### config.mk
export PLATFORM = sky130hd
export DESIGN_NAME = elevador_controle_flat
export DESIGN_NICKNAME = d
export VERILOG_FILES = /design/src/rtl/elevador_controle_if.sv /design/src/rtl/elevador_controle.sv /design/src/flat_wrapper.sv
export SDC_FILE = /design/constraint.sdc
export NUM_CORES = 1
export LEC_CHECK = 0
export ABC_AREA = 1
export CAP_MARGIN = 25
export CORE_MARGIN = 4
export CORE_UTILIZATION = 59
export DETAILED_ROUTE_END_ITERATION = 6
export PLACE_DENSITY = 0.94
export SLEW_MARGIN = 20
export SYNTH_ARGS = -nofsm -noshare
export SYNTH_HDL_FRONTEND = slang
export SYNTH_SLANG_ARGS = --single-unit
### constraint.sdc
create_clock -name clock -period 6.01 [get_ports clock]
set_input_delay 0.601 -clock clock [delete_from_list [all_inputs] [get_ports clock]]
set_output_delay 0.601 -clock clock [all_outputs]
set_load 0.01 [all_outputs]
### src/rtl/elevador_controle_if.sv
// Call buttons in, cabin status out, between a controller and its environment.
interface elevador_controle_if;
    logic       C1;
    logic       C2;
    logic       C3;
    logic       M;
    logic       A1;
    logic       A2;
    logic       A3;
    logic [1:0] andar;
    logic       dir;

    modport master (output C1, C2, C3, input M, A1, A2, A3, andar, dir);
    modport slave  (input C1, C2, C3, output M, A1, A2, A3, andar, dir);
endinterface

### src/rtl/elevador_controle.sv
// Three-floor elevator controller: latches calls, sweeps in the current
// direction, stops at requested floors and dwells for a fixed time.
//
// state | meaning
// IDLE  | stopped, no dwell pending; picks next action from registered calls
// MOVE  | travelling one floor segment (TRAVEL_CYCLES long)
// DWELL | stopped at a served floor (DWELL_CYCLES long)
module elevador_controle #(
    parameter int TRAVEL_CYCLES = 4,
    parameter int DWELL_CYCLES  = 3
) (
    input  logic               clock,
    input  logic               reset_n,
    elevador_controle_if.slave bus
);
    localparam int CNT_MAX = (TRAVEL_CYCLES > DWELL_CYCLES) ? TRAVEL_CYCLES : DWELL_CYCLES;
    localparam int CNT_W   = $clog2(CNT_MAX + 1);
    localparam logic [CNT_W-1:0] TRAVEL_LAST = CNT_W'(TRAVEL_CYCLES - 1);
    localparam logic [CNT_W-1:0] DWELL_LAST  = CNT_W'(DWELL_CYCLES - 1);

    typedef enum logic [1:0] {IDLE, MOVE, DWELL} state_t;

    state_t           state, state_nx;
    logic [1:0]       floor, floor_nx;
    logic             dir, dir_nx;
    logic [2:0]       req, req_nx;   // bit i holds the call for floor i+1
    logic [CNT_W-1:0] cnt, cnt_nx;

    function automatic logic [2:0] floor_mask(input logic [1:0] f);
        case (f)
            2'd1:    floor_mask = 3'b001;
            2'd2:    floor_mask = 3'b010;
            2'd3:    floor_mask = 3'b100;
            default: floor_mask = 3'b000;
        endcase
    endfunction

    function automatic logic beyond(input logic [2:0] r, input logic [1:0] f, input logic up);
        case (f)
            2'd1:    beyond = up ? |r[2:1] : 1'b0;
            2'd2:    beyond = up ? r[2] : r[0];
            2'd3:    beyond = up ? 1'b0 : |r[1:0];
            default: beyond = 1'b0;
        endcase
    endfunction

    always_ff @(posedge clock or negedge reset_n) begin
        if (!reset_n) begin
            state <= IDLE;
            floor <= 2'd1;
            dir   <= 1'b1;
            req   <= 3'b000;
            cnt   <= '0;
        end else begin
            state <= state_nx;
            floor <= floor_nx;
            dir   <= dir_nx;
            req   <= req_nx;
            cnt   <= cnt_nx;
        end
    end

    always_comb begin
        state_nx = state;
        floor_nx = floor;
        dir_nx   = dir;
        cnt_nx   = cnt;
        case (state)
            IDLE: begin
                cnt_nx = '0;
                if (|(req & floor_mask(floor))) begin
                    state_nx = DWELL;
                end else if (beyond(req, floor, dir)) begin
                    state_nx = MOVE;
                end else if (beyond(req, floor, !dir)) begin
                    state_nx = MOVE;
                    dir_nx   = !dir;
                end
            end
            MOVE: begin
                if (cnt == TRAVEL_LAST) begin
                    cnt_nx = '0;
                    if (dir && floor != 2'd3) begin
                        floor_nx = floor + 2'd1;
                    end else if (!dir && floor != 2'd1) begin
                        floor_nx = floor - 2'd1;
                    end
                    if (|(req & floor_mask(floor_nx))) begin
                        state_nx = DWELL;
                    end else if (beyond(req, floor_nx, dir)) begin
                        state_nx = MOVE;
                    end else begin
                        state_nx = IDLE;
                    end
                end else begin
                    cnt_nx = cnt + 1'b1;
                end
            end
            DWELL: begin
                if (cnt == DWELL_LAST) begin
                    state_nx = IDLE;
                    cnt_nx   = '0;
                end else begin
                    cnt_nx = cnt + 1'b1;
                end
            end
            default: state_nx = IDLE;
        endcase

        // The served floor's call is dropped on entry and swallowed for the whole stop.
        req_nx = req | {bus.C3, bus.C2, bus.C1};
        if (state == DWELL || state_nx == DWELL) begin
            req_nx = req_nx & ~floor_mask(floor_nx);
        end
    end

    assign bus.M     = (state == MOVE);
    assign bus.A1    = (state != MOVE) && (floor == 2'd1);
    assign bus.A2    = (state != MOVE) && (floor == 2'd2);
    assign bus.A3    = (state != MOVE) && (floor == 2'd3);
    assign bus.andar = floor;
    assign bus.dir   = dir;
endmodule

### src/flat_wrapper.sv
// flat-port wrapper written by rule: the top's interface ports become plain ports
module elevador_controle_flat 
#(
    parameter int TRAVEL_CYCLES = 4,
    parameter int DWELL_CYCLES  = 3
)
  (clock, reset_n, bus_C1, bus_C2, bus_C3, bus_M, bus_A1, bus_A2, bus_A3, bus_andar, bus_dir);
  elevador_controle_if bus_i ();
  input  logic clock;
  input  logic reset_n;
  input wire logic [$bits(bus_i.C1)-1:0] bus_C1;
  input wire logic [$bits(bus_i.C2)-1:0] bus_C2;
  input wire logic [$bits(bus_i.C3)-1:0] bus_C3;
  output wire logic [$bits(bus_i.M)-1:0] bus_M;
  output wire logic [$bits(bus_i.A1)-1:0] bus_A1;
  output wire logic [$bits(bus_i.A2)-1:0] bus_A2;
  output wire logic [$bits(bus_i.A3)-1:0] bus_A3;
  output wire logic [$bits(bus_i.andar)-1:0] bus_andar;
  output wire logic [$bits(bus_i.dir)-1:0] bus_dir;
  assign bus_i.C1 = bus_C1;
  assign bus_i.C2 = bus_C2;
  assign bus_i.C3 = bus_C3;
  assign bus_M = bus_i.M;
  assign bus_A1 = bus_i.A1;
  assign bus_A2 = bus_i.A2;
  assign bus_A3 = bus_i.A3;
  assign bus_andar = bus_i.andar;
  assign bus_dir = bus_i.dir;
  elevador_controle #(.TRAVEL_CYCLES(TRAVEL_CYCLES), .DWELL_CYCLES(DWELL_CYCLES)) u_core (.clock(clock), .reset_n(reset_n), .bus(bus_i));
endmodule
After elaboration in Yosys (flattened, before gate mapping) --
Cells that the tools add are included.
Word-level totals: register bits 11, latch bits 0, memory bits (writable) 0, bits in read-only memories 0, bits of input ports 5, word-level logic and storage cells 88, memories kept 0
Cells by class: add/sub/neg operators 3, $mul 0, div/mod/pow operators 0, magnitude comparators 0, eq/ne operators 17, shifts and indexed selects 0, multiplexer cells 42, bitwise operators 7, reduce and logical (&&, ||, !) cells 14
Operators by type and width (number):
- 3-bit one-hot mux with 3 select lines | 4
- 2-bit 2-to-1 mux | 12
- 3-bit 2-to-1 mux | 7
- 2-bit equality test (second input constant) | 8
- 1-bit 2-to-1 mux | 15
- 3-bit AND | 3
- 1-bit one-hot mux with 3 select lines | 3
- 2-bit by 1-bit equality test with 1-bit output (second input constant) | 4
- 3-bit by 2-bit equality test with 1-bit output (second input constant) | 2
- 2-bit one-hot mux with 3 select lines | 1
- 3-bit OR reduction | 2
- 1-bit logical AND | 5
- 2-bit by 1-bit inequality test with 1-bit output (second input constant) | 2
- 4-bit AND reduction | 1
- 2-bit OR reduction | 2
- 3-bit by 1-bit adder with 3-bit output (second input constant) | 1
- 3-bit NOT | 1
- 3-bit OR | 1
- 3-bit nonzero test | 1
- 2-bit by 1-bit adder with 2-bit output (second input constant) | 1
- 2-bit logical NOT | 1
- 2-bit inequality test (second input constant) | 1
- 1-bit NOT | 2
- 2-bit by 1-bit subtractor with 2-bit output (second input constant) | 1
- 2 further kinds | 2

Depth between registers and ports, before layout --
word-level depth 25, gate-level depth with buffers 18, gate-level depth less buffers 18

Least setup slack after synthesis --
No wires, ideal clock.
path type register -> register, from register u_core.floor[0], in the netlist u_core.bus.andar[0], to register u_core.req[0], library setup time 0.117 ns, arrival time 1.892 ns, path slack 4.001 ns, stages on the path, launching flop included 15, period minus slack after synthesis 2.009 ns, cells stage by stage dfstp_2 > inv_1 > ha_1 > inv_1 > nand2_1 > nand2_1 > nand2_2 > nand3_1 > nand2_1 > o21ai_0 > nand3_1 > nand3_2 > nand2_2 > nand2_1 > nand2_1
Between the ends: longest elaborated chain between the ends 18
Ends and longest elaborated chain:
- start, declared | RTL line elevador_controle.sv:24 | logic [1:0] floor, floor_nx;
- start signal, assigned | RTL line elevador_controle.sv:56 | floor <= floor_nx;
- branches (longest 17 deep; another with 2-bit by 1-bit subtractor with 2-bit output)
- 3-bit 2-to-1 mux (*) | RTL line elevador_controle.sv:112 | if (state == DWELL || state_nx == DWELL) begin
- net u_core.req_nx[0] | RTL line elevador_controle.sv:26 | logic [2:0] req, req_nx;
- end signal, assigned | RTL line elevador_controle.sv:58 | req <= req_nx;
- end, declared | RTL line elevador_controle.sv:26
Mark *: on every way through the listed nets, which the timed path passes. The select of a mux whose other input is x is not followed. A chain may end at the register's enable or synchronous reset.

Worst setup path in the final report --
from register u_core.floor[0], in the netlist u_core.bus.andar[0], to output bus_A2
Between the ends: longest elaborated chain between the ends 2
Ends and longest elaborated chain:
- 2-bit equality test | RTL line elevador_controle.sv:119 | assign bus.A2 = (state != MOVE) && (floor == 2'd2);
- 1-bit logical AND | RTL line elevador_controle.sv:119
- end, declared | RTL line flat_wrapper.sv:16 | output wire logic [$bits(bus_i.A2)-1:0] bus_A2;
No other way between the ends.

==> reports/metrics.json <==
{
  "placement": {
    "area_post_placement_um2": 1200,
    "place_congestion": 0.867,
    "hpwlAfterDp_um": 1990,
    "placed_cells_incl_taps": 194,
    "place.port_buffers": 11
  },
  "clock_network": {
    "clkSlewWorstSetupHoldPaths_ns": 0.08,
    "cts_num_sinks": 11,
    "max-clock-path-buffers": 2,
    "cts-resized-gates": 0,
    "clock_tree.htree_level_count": 1,
    "worstSkewPairLatency_ns": 0.28,
    "tritoncts.num_buffers": 3,
    "post_cts_buffers": 0,
    "hold_buffers": 0,
    "cts.root.buffer_cell": "sky130_fd_sc_hd__clkbuf_4",
    "cts_tree": "built"
  },
  "drt": {
    "drtAntennaViolNets": 0,
    "wl_per_cell_um": 12.8,
    "route.final.wire_length_um": 2530,
    "post-route-drc-count": 0,
    "count_of_tritonroute_iterations_in_the_first_routing_pass": 4,
    "detailroute.via_count": 1068,
    "detailedRoute.firstIterationViolations": 30,
    "post_drt_via_cell_ratio": 5.39
  },
  "power": {
    "swShare_pct": 23.3,
    "power_switching_uw": 31.0,
    "powerDensity_nw_per_um2": 109,
    "cell_internal_pwr_uw": 102,
    "ir_drop_mv": 0.0958,
    "pwr-share-comb_pct": 2.9,
    "fin_total_pwr_uw": 133,
    "power.share.sequential_pct": 55.6,
    "power.static_leakage_uw": 0.000638,
    "share_clk_of_total_power_pct": 41.5
  },
  "sta": {
    "setup_total_negative_slack_ns": 0,
    "actual_slew_at_the_worst_max_slew_pin_ns": 0.521,
    "timing.final.max_slew_violations": 0,
    "final.period_utilization_pct": 41.6,
    "slew_headroom_pct": 65.2,
    "max_freq_ghz": 0.400,
    "total_of_endpoints_with_negative_setup_slack_in_the_final_report": 0,
    "skew_ns": 0.00369,
    "grt_setup_unrepaired": "no",
    "finalHoldViolations": 0,
    "fin_crit_ns": 2.50
  },
  "floorplanning": {
    "ioPinCount": 12,
    "vertical_die_dimension_um": 50.3,
    "initial_core_util_pct": 61.8,
    "die_area_um2": 2530,
    "core_um2": 1710,
    "placement_rows": 15,
    "die_x_um": 50.3
  },
  "logic_synthesis": {
    "synth.distinct_cells": 21,
    "post_synth.cell_area_avg_um2": 6.68,
    "postSynthCellCount": 158,
    "synth_top_area_share_pct": 21.4,
    "yosys_register_bits": 11,
    "synth.area.top_cells": "sky130_fd_sc_hd__dfrtp_1, sky130_fd_sc_hd__ha_1, sky130_fd_sc_hd__nand2_1, sky130_fd_sc_hd__inv_1, sky130_fd_sc_hd__nand3_1",
    "synth_top_cell_by_area": "sky130_fd_sc_hd__dfrtp_1",
    "async_flop_share_pct": 100,
    "synth_top_cells_by_count": "sky130_fd_sc_hd__nand2_1, sky130_fd_sc_hd__inv_1, sky130_fd_sc_hd__nand3_1, sky130_fd_sc_hd__ha_1",
    "ys_warn_count": 0,
    "post-synth-top-count-cell": "sky130_fd_sc_hd__nand2_1",
    "syn_nets": 177,
    "synth.cell_area_um2": 1050,
    "yosys_most_used_dff": "sky130_fd_sc_hd__dfrtp_1",
    "seq_area_frac_synth_pct": 26.3,
    "synth_enable_flop_cells": 0
  },
  "worst_setup_path": {
    "regToRegSetupSlack_ns": 3.70,
    "crit_path_start_kind": "flop",
    "critPathMaxFanout": 7,
    "worst-r2r-cell-count": 17,
    "critical_path_arrival_ns": 1.90,
    "critical_path.reg2reg.endpoint": "u_core.req[0]",
    "cp-end-kind": "primary output",
    "critPathRequiredTime_ns": 5.41,
    "timing_worst_setup_path_type": "reg -> out",
    "worst_r2r_startpoint": "u_core.bus.andar[0]"
  },
  "global_route": {
    "first_global_vias": 1025,
    "grt_use_total_pct": 22.9,
    "globalRoute.totalOverflow": 0,
    "grt_first_pass_wirelength_um": 4330,
    "antenna_violations_before_repair": 0,
    "grt_start_max_net_pins": 12
  },
  "cells_and_area": {
    "post_layout_nonfiller_instances": 198,
    "final_design_area_no_fill_um2": 1220,
    "final_net_count": 193,
    "post_route_cells_drive_above_1_share_pct": 9.25,
    "postLayoutCoreUtil_pct": 71.6,
    "nFillCells": 138,
    "synth_to_layout_area_growth_pct": 15.9,
    "antenna_diode_count": 0
  },
  "run_status": {
    "status": "finished clean"
  },
  "min_path": {
    "whs_endpoint": "u_core.cnt[1]",
    "worst_min_delay_path_category": "reg -> reg",
    "hold_path_depth": 2,
    "min_from": "u_core.cnt[1]"
  },
  "flow_run": {
    "timing.max_cap.violations": 0
  }
}
==> stage by stage <==
step	setup slack, ns	hold WS [ns]
floorplan	4.00	0.305
global placement	3.88	0.505
detailed placement	3.78	0.537
CTS	3.53	0.555
global route	3.42	0.618
finish	3.51	0.553
==> area by class of cell <==
| cell class | instances | area [um^2] | share of cell area [%] |
|---|---|---|---|
| Multi-Input combinational cell | 116 | 661 | 54.0 |
| Sequential cell | 11 | 278 | 22.7 |
| Inverter | 31 | 116 | 9.52 |
| Timing Repair Buffer | 11 | 110 | 9.01 |
| Tap cell | 25 | 31.3 | 2.56 |
| Clock buffer | 4 | 26.3 | 2.15 |
==> how the worst max path moves through the flow <==
stage          slack, ns            end                start
4_1_cts             3.53         bus_A2  u_core.bus.andar[0]
3_5_place_dp        3.78  u_core.req[0]  u_core.bus.andar[0]
3_3_place_gp        3.88         bus_A2  u_core.bus.andar[0]
6_report            3.51         bus_A2  u_core.bus.andar[0]
5_1_grt             3.42         bus_A2  u_core.bus.andar[0]
2_1_floorplan       4.00  u_core.req[0]  u_core.bus.andar[0]
==> layout by cell type (no fill, tap or decap), drive strengths merged, types with 2 or more instances in the layout <==
| cell type | count |
|---|---|
| clkbuf | 4 |
| a21oi | 9 |
| dfstp | 2 |
| o21ai | 7 |
| nand3 | 22 |
| a21boi | 2 |
| nor2 | 10 |
| nand2 | 44 |
| ha | 14 |
| dfrtp | 9 |
| clkdlybuf4s50 | 11 |
| or2 | 3 |
| inv | 31 |
==> flip-flops by register name, indices dropped and copies added (netlist names) <==
signal / count
u_core.cnt: 3
u_core.req: 3
u_core.bus.dir: 1
u_core.bus.andar: 2
u_core.state: 2
==> power groups by stage <==
stage               clock network [uW]  logic (uW)  registers, uW
floorplan                            0     0.00753           75.4
global placement                     0        3.78           75.4
detailed placement                   0        3.96           75.4
CTS                               55.1        3.96           74.0
global route                      58.3        4.21           74.0
finish                            55.2        3.86           74.0
==> per-layer routing <==
layer  up-vias  global-route usage (%)  part of all wire [%]
met1       475                    27.7                    41
met3        16                    3.86                   6.6
met5         -                       0                     0
met2        49                    38.3                    49
met4         0                    12.4                   3.5
li1        528                       -                     -
==> critical path: stages (launching register included) <==
cell	delay (ns)
sky130_fd_sc_hd__dfstp_2	0.60
sky130_fd_sc_hd__inv_1	0.12
sky130_fd_sc_hd__ha_1	0.28
sky130_fd_sc_hd__inv_1	0.09
sky130_fd_sc_hd__nor2_1	0.04
sky130_fd_sc_hd__clkdlybuf4s50_1	0.48
==> cell families (layout without fill, tap and decap cells) <==
| group | count (synthesis) | count (layout) | share of synthesized area (%) |
|---|---|---|---|
| AOI/OAI and AO/OA | 21 | 21 | 11.0 |
| xor gates and xnor gates | 1 | 1 | 0.831 |
| adders and majority gates | 14 | 14 | 16.6 |
| buffers and inverters | 31 | 46 | 11.0 |
| DFF | 11 | 11 | 26.3 |
| and+or+nand+nor | 80 | 80 | 34.2 |
Note: power is estimated with default switching activity, not from simulation.
